**config.mk**
```make
export PLATFORM = sky130hd
export DESIGN_NAME = port_out_bank
export DESIGN_NICKNAME = d
export VERILOG_FILES = /design/src/rtl/port_out_pkg.sv /design/src/rtl/port_out_channel.sv /design/src/rtl/port_out_bank.sv
export SDC_FILE = /design/constraint.sdc
export NUM_CORES = 1
export LEC_CHECK = 0
export ABC_AREA = 0
export BUFFER_PORTS_ARGS = -buffer_cell sky130_fd_sc_hd__buf_4
export CAP_MARGIN = 20
export CORE_UTILIZATION = 35
export CTS_CLUSTER_DIAMETER = 150
export DETAILED_ROUTE_END_ITERATION = 8
export GPL_TIMING_DRIVEN = 0
export SETUP_SLACK_MARGIN = 0.3
export SLEW_MARGIN = 40
export SYNTH_ARGS = -nofsm -noshare
export SYNTH_HDL_FRONTEND = slang
export SYNTH_SLANG_ARGS = --single-unit
```
**constraint.sdc**
```tcl
create_clock -name clk -period 3.8 [get_ports clk]
set_clock_uncertainty 0.15 [all_clocks]
set_input_delay 0.57 -clock clk [delete_from_list [all_inputs] [get_ports clk]]
set_output_delay 0.57 -clock clk [all_outputs]
set_load 0.005 [all_outputs]
```
**src/rtl/port_out_pkg.sv**
```systemverilog
// Shared constants and address helper for the port_out_bank output register bank.
package port_out_pkg;

  localparam int MAX_CH    = 8;
  localparam int OFS_VALID = 0;
  localparam int OFS_OVR   = 1;

  // Compare at aw bits so base+ofs wraps like the port_id bus does.
  function automatic logic addr_hit(
    input logic [31:0] pid,
    input logic [31:0] base,
    input logic [31:0] ofs,
    input int          aw
  );
    logic [31:0] m;
    m = (aw >= 32) ? '1 : ((32'd1 << aw) - 32'd1);
    return ((base + ofs) & m) == (pid & m);
  endfunction

endpackage

```
**src/rtl/port_out_channel.sv**
```systemverilog
// One output channel: data register, valid/ack handshake, sticky overrun and load pulse.
module port_out_channel #(
  parameter int DATA_W = 8
) (
  input  logic              clk,
  input  logic              rst,
  input  logic              wr_hit_i,
  input  logic              ack_i,
  input  logic              ovr_clr_i,
  input  logic [DATA_W-1:0] wdata_i,
  output logic [DATA_W-1:0] data_o,
  output logic              valid_o,
  output logic              load_o,
  output logic              ovr_o
);

  logic [DATA_W-1:0] data_q, data_d;
  logic              valid_q, valid_d;
  logic              load_q, load_d;
  logic              ovr_q, ovr_d;
  logic              take;
  logic              new_ovr;

  assign take    = ack_i & valid_q;
  assign new_ovr = wr_hit_i & valid_q & ~ack_i;

  always_comb begin
    data_d  = data_q;
    valid_d = valid_q;
    load_d  = wr_hit_i;
    if (take)
      valid_d = 1'b0;
    if (wr_hit_i) begin
      data_d  = wdata_i;
      valid_d = 1'b1;
    end
    // A fresh overrun beats a same-cycle clear.
    ovr_d = new_ovr | (ovr_q & ~ovr_clr_i);
  end

  always_ff @(posedge clk) begin
    if (rst) begin
      data_q  <= '0;
      valid_q <= 1'b0;
      load_q  <= 1'b0;
      ovr_q   <= 1'b0;
    end else begin
      data_q  <= data_d;
      valid_q <= valid_d;
      load_q  <= load_d;
      ovr_q   <= ovr_d;
    end
  end

  assign data_o  = data_q;
  assign valid_o = valid_q;
  assign load_o  = load_q;
  assign ovr_o   = ovr_q;

endmodule

```
**src/rtl/port_out_bank.sv**
```systemverilog
// Bank of N_CH write-strobe-loaded output channels with status read-back.
module port_out_bank
  import port_out_pkg::*;
#(
  parameter int               DATA_W    = 8,
  parameter int               N_CH      = 4,
  parameter int               ADDR_W    = 8,
  parameter logic [ADDR_W-1:0] BASE_ADDR = 8'h00,
  parameter int               STAT_OFS  = N_CH
) (
  input  logic                   clk,
  input  logic                   rst,
  input  logic [ADDR_W-1:0]      port_id,
  input  logic                   write_strobe,
  input  logic                   read_strobe,
  input  logic [DATA_W-1:0]      out_port,
  output logic [DATA_W-1:0]      in_port,
  input  logic                   en,
  output logic [N_CH*DATA_W-1:0] ch_data,
  output logic [N_CH-1:0]        ch_valid,
  input  logic [N_CH-1:0]        ch_ack,
  output logic [N_CH-1:0]        ch_load
);

  if (N_CH < 1 || N_CH > MAX_CH || N_CH > DATA_W ||
      STAT_OFS < N_CH ||
      longint'(STAT_OFS) + 2 > (64'd1 << ADDR_W)) begin : g_bad_cfg
    $fatal(1, "port_out_bank: illegal N_CH/DATA_W/STAT_OFS/ADDR_W");
  end

  logic [N_CH-1:0]   wr_hit;
  logic [N_CH-1:0]   ch_hit;
  logic [N_CH-1:0]   ovr_clr;
  logic [N_CH-1:0]   ovr;
  logic              hit_valid;
  logic              hit_ovr;
  logic [DATA_W-1:0] in_port_q, in_port_d;
  logic [DATA_W-1:0] rd_sel;
  logic              wr_ok;

  assign wr_ok     = en & write_strobe;
  assign hit_valid = addr_hit(32'(port_id), 32'(BASE_ADDR),
                              32'(STAT_OFS + OFS_VALID), ADDR_W);
  assign hit_ovr   = addr_hit(32'(port_id), 32'(BASE_ADDR),
                              32'(STAT_OFS + OFS_OVR), ADDR_W);

  always_comb begin
    ch_hit = '0;
    for (int i = 0; i < N_CH; i++)
      ch_hit[i] = addr_hit(32'(port_id), 32'(BASE_ADDR), 32'(i), ADDR_W);
  end

  assign wr_hit  = ch_hit & {N_CH{wr_ok}};
  assign ovr_clr = out_port[N_CH-1:0] & {N_CH{wr_ok & hit_ovr}};

  for (genvar g = 0; g < N_CH; g++) begin : g_ch
    port_out_channel #(
      .DATA_W (DATA_W)
    ) u_ch (
      .clk       (clk),
      .rst       (rst),
      .wr_hit_i  (wr_hit[g]),
      .ack_i     (ch_ack[g]),
      .ovr_clr_i (ovr_clr[g]),
      .wdata_i   (out_port),
      .data_o    (ch_data[g*DATA_W +: DATA_W]),
      .valid_o   (ch_valid[g]),
      .load_o    (ch_load[g]),
      .ovr_o     (ovr[g])
    );
  end

  always_comb begin
    rd_sel = '0;
    for (int i = 0; i < N_CH; i++)
      if (ch_hit[i])
        rd_sel = ch_data[i*DATA_W +: DATA_W];
    if (hit_valid)
      rd_sel[N_CH-1:0] = ch_valid;
    if (hit_ovr)
      rd_sel[N_CH-1:0] = ovr;
  end

  assign in_port_d = read_strobe ? rd_sel : in_port_q;

  always_ff @(posedge clk) begin
    if (rst)
      in_port_q <= '0;
    else
      in_port_q <= in_port_d;
  end

  assign in_port = in_port_q;

endmodule

```
Word level (Yosys, flattened, before mapping)
Index checks and enable logic that the tools add are counted.

storage, ports and cells
  bits in registers = 52

cells by class
  equal/unequal tests = 5
  muxes and demuxes = 14
  bitwise logic cells = 32
  reduce and logical (&&, ||, !) cells = 5

operators by type and width
  cell                number
  $logic_not 32->1    1
  $mux 8              4
  $and 1x1->1         18
  $eq 2x8->1 const A  2
  $eq 3x8->1 const A  2
  $and 4x4->4         2
  $eq 1x8->1 const A  1
  $mux 1              8
  $mux 4              2
  $not 1->1           8
  $reduce_bool 2->1   4
  $or 1x1->1          4

Depth between registers and ports, before layout
Gate-level depths: netlist of run 1.

  depth in word-level cells = 7
  depth in mapped cells = 6
  depth with buffers taken out = 3

Cells and area by module
Synthesis of run 1 repeated with hierarchy kept, for this count alone.

second synthesis, totals
  cells, all modules = 211
  area, all modules = 2222.1 µm²

by module, submodules not included
  module            instances  cells an instance  area an instance (µm²)  seq. area each (µm²)
  port_out_channel  4          35                 386.6                   220.2
  port_out_bank     1          71                 675.6                   160.2

Worst setup path before layout of run 1
Ideal clock, no wire load.

  path kind = input -> register
  from = input port_id[6]
  to = register g_ch[2].u_ch.data_q[1]
  library setup time = 0.116 ns
  arrival time = 1.946 ns
  data required time = 3.534 ns
  path slack = 1.588 ns
  stages = 5
  cells stage by stage = or4bb_1 > clkbuf_1 > or3_4 > buf_6 > a31o_1

between the ends
  cells in the longest elaborated chain, start to end = 2

ends and longest elaborated chain
  element                 line                    source
  start: declaration      port_out_bank.sv:13     input logic [ADDR_W-1:0] port_id,
  $eq 2x8->1              port_out_pkg.sv:17      return ((base + ofs) & m) == (pid & m);
  $and 4x4->4             port_out_bank.sv:53     assign wr_hit = ch_hit & {N_CH{wr_ok}};
  end signal: assignment  port_out_channel.sv:48  data_q <= data_d;
  end: declaration        port_out_channel.sv:17  logic [DATA_W-1:0] data_q, data_d;

Every way passes these cells.
A chain may end at the register's enable or synchronous reset.

Worst setup path after layout of run 1
  from = input port_id[6]
  to = register g_ch[2].u_ch.data_q[3]

Same word-level chain as after synthesis.

==> reports/qor.yml, run 1 <==
outcome:
  status: "finished clean"
critical_path:
  r2r_slack_ns: 2.44
  r2r_cells: 3
  required_ns: 3.85
  cp.arrival_ns: 2.26
  timing.rr.start: "g_ch[2].u_ch.data_o[1]"
  cp-start-kind: "input pin"
  worstSetupEndpoint: "g_ch[2].u_ch.data_o[3]"
  cp-startpoint: "port_id[6]"
  critPathMaxFanout: 10
  crit_type: "in -> reg"
  r2r_end: "in_port[1]"
  end_kind: "register"
logic_synthesis:
  synth_fp_nets: 246
  synth.distinct_cells: 36
  yosysSeqAreaShare_pct: 45.39
  synth-seq-cells: 52
  syn_area_um2: 2293
  syn_area_per_cell_um2: 10.38
  synth_cells: 221
  yosysWarnings: 0
  synth_ff_type: "dfxtp_1"
  async_reset_ff_share_pct: 0
  synth_edf_count: 0
clock_tree:
  root_buffer: "clkbuf_8"
  cts.clk_slew.worst_paths_ns: 0.09
  cts_max_level: 2
  clock_sinks: 52
  cts_buffers: 5
  ctsHoldBuffers: 0
  clock_path_buffers: 2
  postCtsSetupBuffers: 0
  cts_tree: "yes"
  worstSkewPairLatency_ns: 0.31
  cts_resized: 0
sta:
  finalCritPeriodShare_pct: 57.97
  maxSlewHeadroom_pct: 44.78
  fin_tns_setup_ns: 0
  rsz0062_at_grt: "no"
  hold_violations: 0
  slew_violations: 0
  tightest_slew_ns: 0.8283
  period_minus_slack_ns: 2.203
  finalSetupViolations: 0
  fin_ws_ns: 1.597
  clock.fmax_ghz: 0.4539
routing:
  vias_per_cell: 5.184
  wl_per_cell_um: 16.78
  drc: 0
  wl_um: 6308
  vias: 1949
  dr.pass1.iters: 4
  ant_nets: 0
  drt_iter0_markers: 88
power:
  power_mw: 1.029
  combPwrFrac_pct: 6.9
  p_leak_nw: 1.345
  p_int_mw: 0.8065
  vdd_drop_max_v: 0.0001582
  clkPwrFrac_pct: 40.2
  p_sw_share_pct: 21.63
  p_seq_share_pct: 53.0
  switchingPower_mw: 0.2226
  powerDensity_nw_per_um2: 336.9
global_route:
  antenna_found_initial: 0
  grt_pass1_vias: 1894
  grt_pass1_wl_um: 9770
  grt_max_degree: 16
  grt_overflow: 0
  grtUsageTotal_pct: 18.30
floorplan:
  pin_count: 73
  coreArea_um2: 6350
  die_h_um: 82.95
  start_util_pct: 36.12
  rows: 29
  die_w_um: 82.95
  die_area_um2: 6881
finish:
  finish.utilization_pct: 48.10
  seqCellArea_um2: 1041
  num_antenna_cells: 0
  fillers: 604
  final_cells: 376
  syn_to_final_growth_pct: 33.17
  drive_gt1_share_pct: 35.79
  layout.nets: 323
  multi_input_area_um2: 1117
placement:
  placedCellCount: 368
  place_ws_ns: 1.253
  port-buffer-count: 70
  routabilityCongestion: 0.7660
  dp_hpwl_um: 4634
worst_hold_path:
  hold_depth: 2
  hp-class: "reg -> reg"
run:
  max-cap-violations: 0
## registers in the layout, summed over array words and instances (netlist names)
register / flops
g_ch.u_ch.load_o: 4
in_port: 8
g_ch.u_ch.valid_o: 4
g_ch.u_ch.data_o: 32
g_ch.u_ch.ovr_o: 4
## stage by stage
stage | hold WS [ns] | cell area (um^2)
4_1_cts | 0.3300 | 3054
6_report | 0.3314 | 3054
5_1_grt | 0.3486 | 3054
3_3_place_gp | 0.3104 | 2915
3_5_place_dp | 0.3117 | 2928
2_1_floorplan | 0.2985 | 2293
## area by class of cell
class                           count  area share (%)
Multi-Input combinational cell    143           36.58
Sequential cell                    52           34.08
Timing Repair Buffer               70           17.21
Buffer                             25           4.711
Clock buffer                        7           3.154
Tap cell                           77           3.154
Clock inverter                      1          0.9832
Inverter                            1          0.1229
## worst max-delay path, cell delays in order
cell and delay [ns]:
buf_4 0.12, or4bb_1 0.51, clkbuf_1 0.26, or3_4 0.43, buf_6 0.15, a31o_1 0.21
## cell usage in the layout (no fill, tap or decap), drive strengths merged, types with 8 or more instances in the layout
master / n
a31o: 8
buf: 84
clkbuf: 18
dfxtp: 52
mux2i: 28
mux4: 8
nand2: 31
nand2b: 14
nor2: 8
nor4: 9
## how the worst min path moves through the flow
stage / start / end / slack [ns]
2_1_floorplan: g_ch[1].u_ch.ovr_o / g_ch[1].u_ch.ovr_o / 0.30
3_3_place_gp: g_ch[1].u_ch.ovr_o / g_ch[1].u_ch.ovr_o / 0.31
3_5_place_dp: g_ch[0].u_ch.data_o[1] / g_ch[0].u_ch.data_o[1] / 0.31
4_1_cts: g_ch[0].u_ch.data_o[6] / g_ch[0].u_ch.data_o[6] / 0.33
5_1_grt: g_ch[3].u_ch.data_o[6] / g_ch[3].u_ch.data_o[6] / 0.35
6_report: g_ch[0].u_ch.data_o[6] / g_ch[0].u_ch.data_o[6] / 0.33
## power by group through the flow
stage | sequential, mW | combinational [mW] | clock, mW
final | 0.545 | 0.0706 | 0.414
after global routing | 0.545 | 0.0758 | 0.443
after CTS | 0.545 | 0.0710 | 0.420
after detailed placement | 0.558 | 0.0705 | 0
after global placement | 0.558 | 0.0697 | 0
after floorplan | 0.558 | 0.0339 | 0
## synthesized netlist by cell type, types with 2 or more instances
master / n / area, um^2
a21oi_1: 3 / 15.01
a22o_1: 4 / 35.03
a31o_1: 7 / 61.31
a41o_1: 2 / 20.02
buf_2: 4 / 20.02
buf_4: 8 / 60.06
buf_6: 2 / 22.52
clkbuf_1: 11 / 41.29
dfxtp_1: 52 / 1041
mux2i_1: 28 / 280.3
mux4_2: 8 / 180.2
nand2_1: 31 / 116.4
nand2b_1: 14 / 87.58
nand3_1: 6 / 30.03
nand4_1: 2 / 12.51
nor2_1: 8 / 30.03
nor4_1: 8 / 50.05
nor4b_1: 2 / 17.52
o21ai_0: 2 / 10.01
o311ai_0: 3 / 26.28
## routing by layer
layer  GRT usage [%]  share of wire (%)
met1           24.91                 46
met2           27.72                 46
met3           4.374                5.9
met4           7.837                2.3
met5               0                  0
## cell families (layout without fill, tap and decap cells)
| group | after synthesis | count (layout) | share of synthesized area, % |
|---|---|---|---|
| AO/OA/AOI/OAI | 26 | 26 | 9.166 |
| buffers and inverters | 26 | 104 | 6.437 |
| flip-flops | 52 | 52 | 45.39 |
| multiplexers | 36 | 36 | 20.08 |
| AND/OR/NAND/NOR | 81 | 81 | 18.93 |
Power figures use the tool's default switching activity.
==> run 2, diff against run 1 <==
==> constraint.sdc (replaced) <==
create_clock -name clk -period 2.13 [get_ports clk]
set_clock_uncertainty 0.15 [all_clocks]
set_input_delay 0.3195 -clock clk [delete_from_list [all_inputs] [get_ports clk]]
set_output_delay 0.3195 -clock clk [all_outputs]
set_load 0.005 [all_outputs]
==> run 2 against run 1 <==
Compared with the run above:
- combinational power grew 87%
- die area is the same
- power grew 62%
- critical path type unchanged
- critical endpoint unchanged
- largest power group unchanged
- highest routed layer unchanged
==> reports/qor.yml, run 2 (same netlist as run 1, synthesis figures left out) <==
global_route:
  grt_pass1_wl_um: 10090
  grt_pass1_vias: 1910
  antenna_found_initial: 0
  grt_overflow: 0
  grtUsageTotal_pct: 18.72
  grt_max_degree: 17
critical_path:
  crit_cells: 6
  cp-startpoint: "port_id[2]"
  cp.arrival_ns: 1.87
  path_cells: "buf_4, or4_4, buf_6, or3_4, clkbuf_16, a31o_1"
  cp_top_family: "simple AND/OR/NAND/NOR gates"
  critPathMaxFanout: 5
  worstSetupEndpoint: "g_ch[2].u_ch.data_o[3]"
  max_stage_delay_ns: 0.53
  required_ns: 2.19
  timing.rr.start: "g_ch[3].u_ch.data_o[2]"
  r2r_slack_ns: 0.75
  r2r_end: "in_port[2]"
  end_kind: "register"
  slowest_stage: "or4_4"
  crit_type: "in -> reg"
  r2r_cells: 3
  cp.buffers_inverters: 3
  cp-start-kind: "input pin"
clock_tree:
  cts_tree: "yes"
  cts_buffers: 5
  root_buffer: "clkbuf_8"
  clock_path_buffers: 2
  cts.clk_slew.worst_paths_ns: 0.10
  ctsHoldBuffers: 0
  worstSkewPairLatency_ns: 0.31
  clock_sinks: 52
  cts_max_level: 2
placement:
  port-buffer-count: 70
  placedInstanceArea_um2: 2932
  routabilityCongestion: 0.7684
  placedCellCount: 368
  dp_hpwl_um: 4559
routing:
  drc: 0
  wl_per_cell_um: 16.83
  ant_nets: 0
  wl_um: 6378
  dr.pass1.iters: 4
  drt_iter0_markers: 105
  vias: 2014
  vias_per_cell: 5.314
finish:
  finish.utilization_pct: 48.61
  layout_commonest_cell: "buf_4"
  final_area_um2: 3087
  largest_register_ffs: 32
  syn_to_final_growth_pct: 34.59
  final_cell_mix: "buf_4 (80), dfxtp_1 (52), nand2_1 (31), mux2i_1 (28), nand2b_1 (14)"
  final_cells: 379
  layout.nets: 326
  drive_gt1_share_pct: 37.42
  num_antenna_cells: 0
floorplan:
  rows: 29
  coreArea_um2: 6350
  pin_count: 73
  die_h_um: 82.95
  die_w_um: 82.95
  die_area_um2: 6881
  start_util_pct: 36.12
sta:
  finalSetupViolations: 0
  clock.fmax_ghz: 0.5536
  tightest_slew_ns: 0.6843
  maxSlewHeadroom_pct: 54.21
  hold_violations: 0
  finalCritPeriodShare_pct: 84.81
  period_minus_slack_ns: 1.806
  slew_violations: 0
  rsz0062_at_grt: "no"
power:
  powerDensity_nw_per_um2: 541.6
  p_leak_nw: 1.360
  vdd_drop_max_v: 0.0003072
worst_hold_path:
  hp-class: "in -> reg"
run:
  max-cap-violations: 0
outcome:
  status: "finished clean"
-- run 2: layer usage --
metal | GRT usage, % | wire, um | vias to the layer above
met5 | 0 | 0 | -
met1 | 25.14 | 2814 | 973
met2 | 30.25 | 3094 | 75
met4 | 6.426 | 87 | 0
li1 | - | - | 958
met3 | 3.479 | 381 | 8
-- run 2: layout make-up --
cell class                      count  area, um^2
Fill cell                         634        3263
Multi-Input combinational cell    143        1130
Sequential cell                    52        1041
Timing Repair Buffer               73       565.5
Buffer                             25       161.4
Tap cell                           77       96.34
Clock buffer                        6       72.57
Clock inverter                      2       16.27
Inverter                            1       3.754
-- run 2: power by group --
part | internal, mW | switching (mW) | total [mW] | leakage [nW]
clock network | 0.234 | 0.333 | 0.567 | 0.0414
registers | 0.972 | 0.000385 | 0.972 | 0.419
logic | 0.0559 | 0.0763 | 0.132 | 0.900
total | 1.26 | 0.410 | 1.67 | 1.36
-- run 2: per-stage QoR --
step	setup TNS, ns	setup WS, ns	total power [mW]	hold WS [ns]
2_1_floorplan	0	0.2062	1.056	0.2985
3_3_place_gp	-0.8032	-0.08456	1.120	0.3071
3_5_place_dp	-0.8529	-0.09235	1.121	0.3163
4_1_cts	0	0.3303	1.676	0.1410
5_1_grt	0	0.3171	1.723	0.1582
6_report	0	0.3236	1.672	0.1421
-- run 2: repair_timing --
action                                  4_1_cts  5_1_grt
setup buffers                                 0        2
pin swaps                                     0        2
cloned                                        0        1
resized for setup                             3        3
endpoints found under the setup margin       11        7
-- run 2: worst reg2reg max path, stage by stage, from the launching register on --
cell      delay (ns)
dfxtp_1         0.34
mux4_2          0.50
nand3_1         0.13
o311ai_0        0.13
-- run 2: how the worst min path moves through the flow --
stage	startpoint	end	slack, ns	cells past startpoint
2_1_floorplan	g_ch[1].u_ch.ovr_o	g_ch[1].u_ch.ovr_o	0.30	2
3_3_place_gp	in_port[3]	in_port[3]	0.31	2
3_5_place_dp	in_port[3]	in_port[3]	0.32	2
4_1_cts	ch_ack[2]	g_ch[2].u_ch.ovr_o	0.14	4
5_1_grt	ch_ack[2]	g_ch[2].u_ch.valid_o	0.16	4
6_report	ch_ack[2]	g_ch[2].u_ch.ovr_o	0.14	4
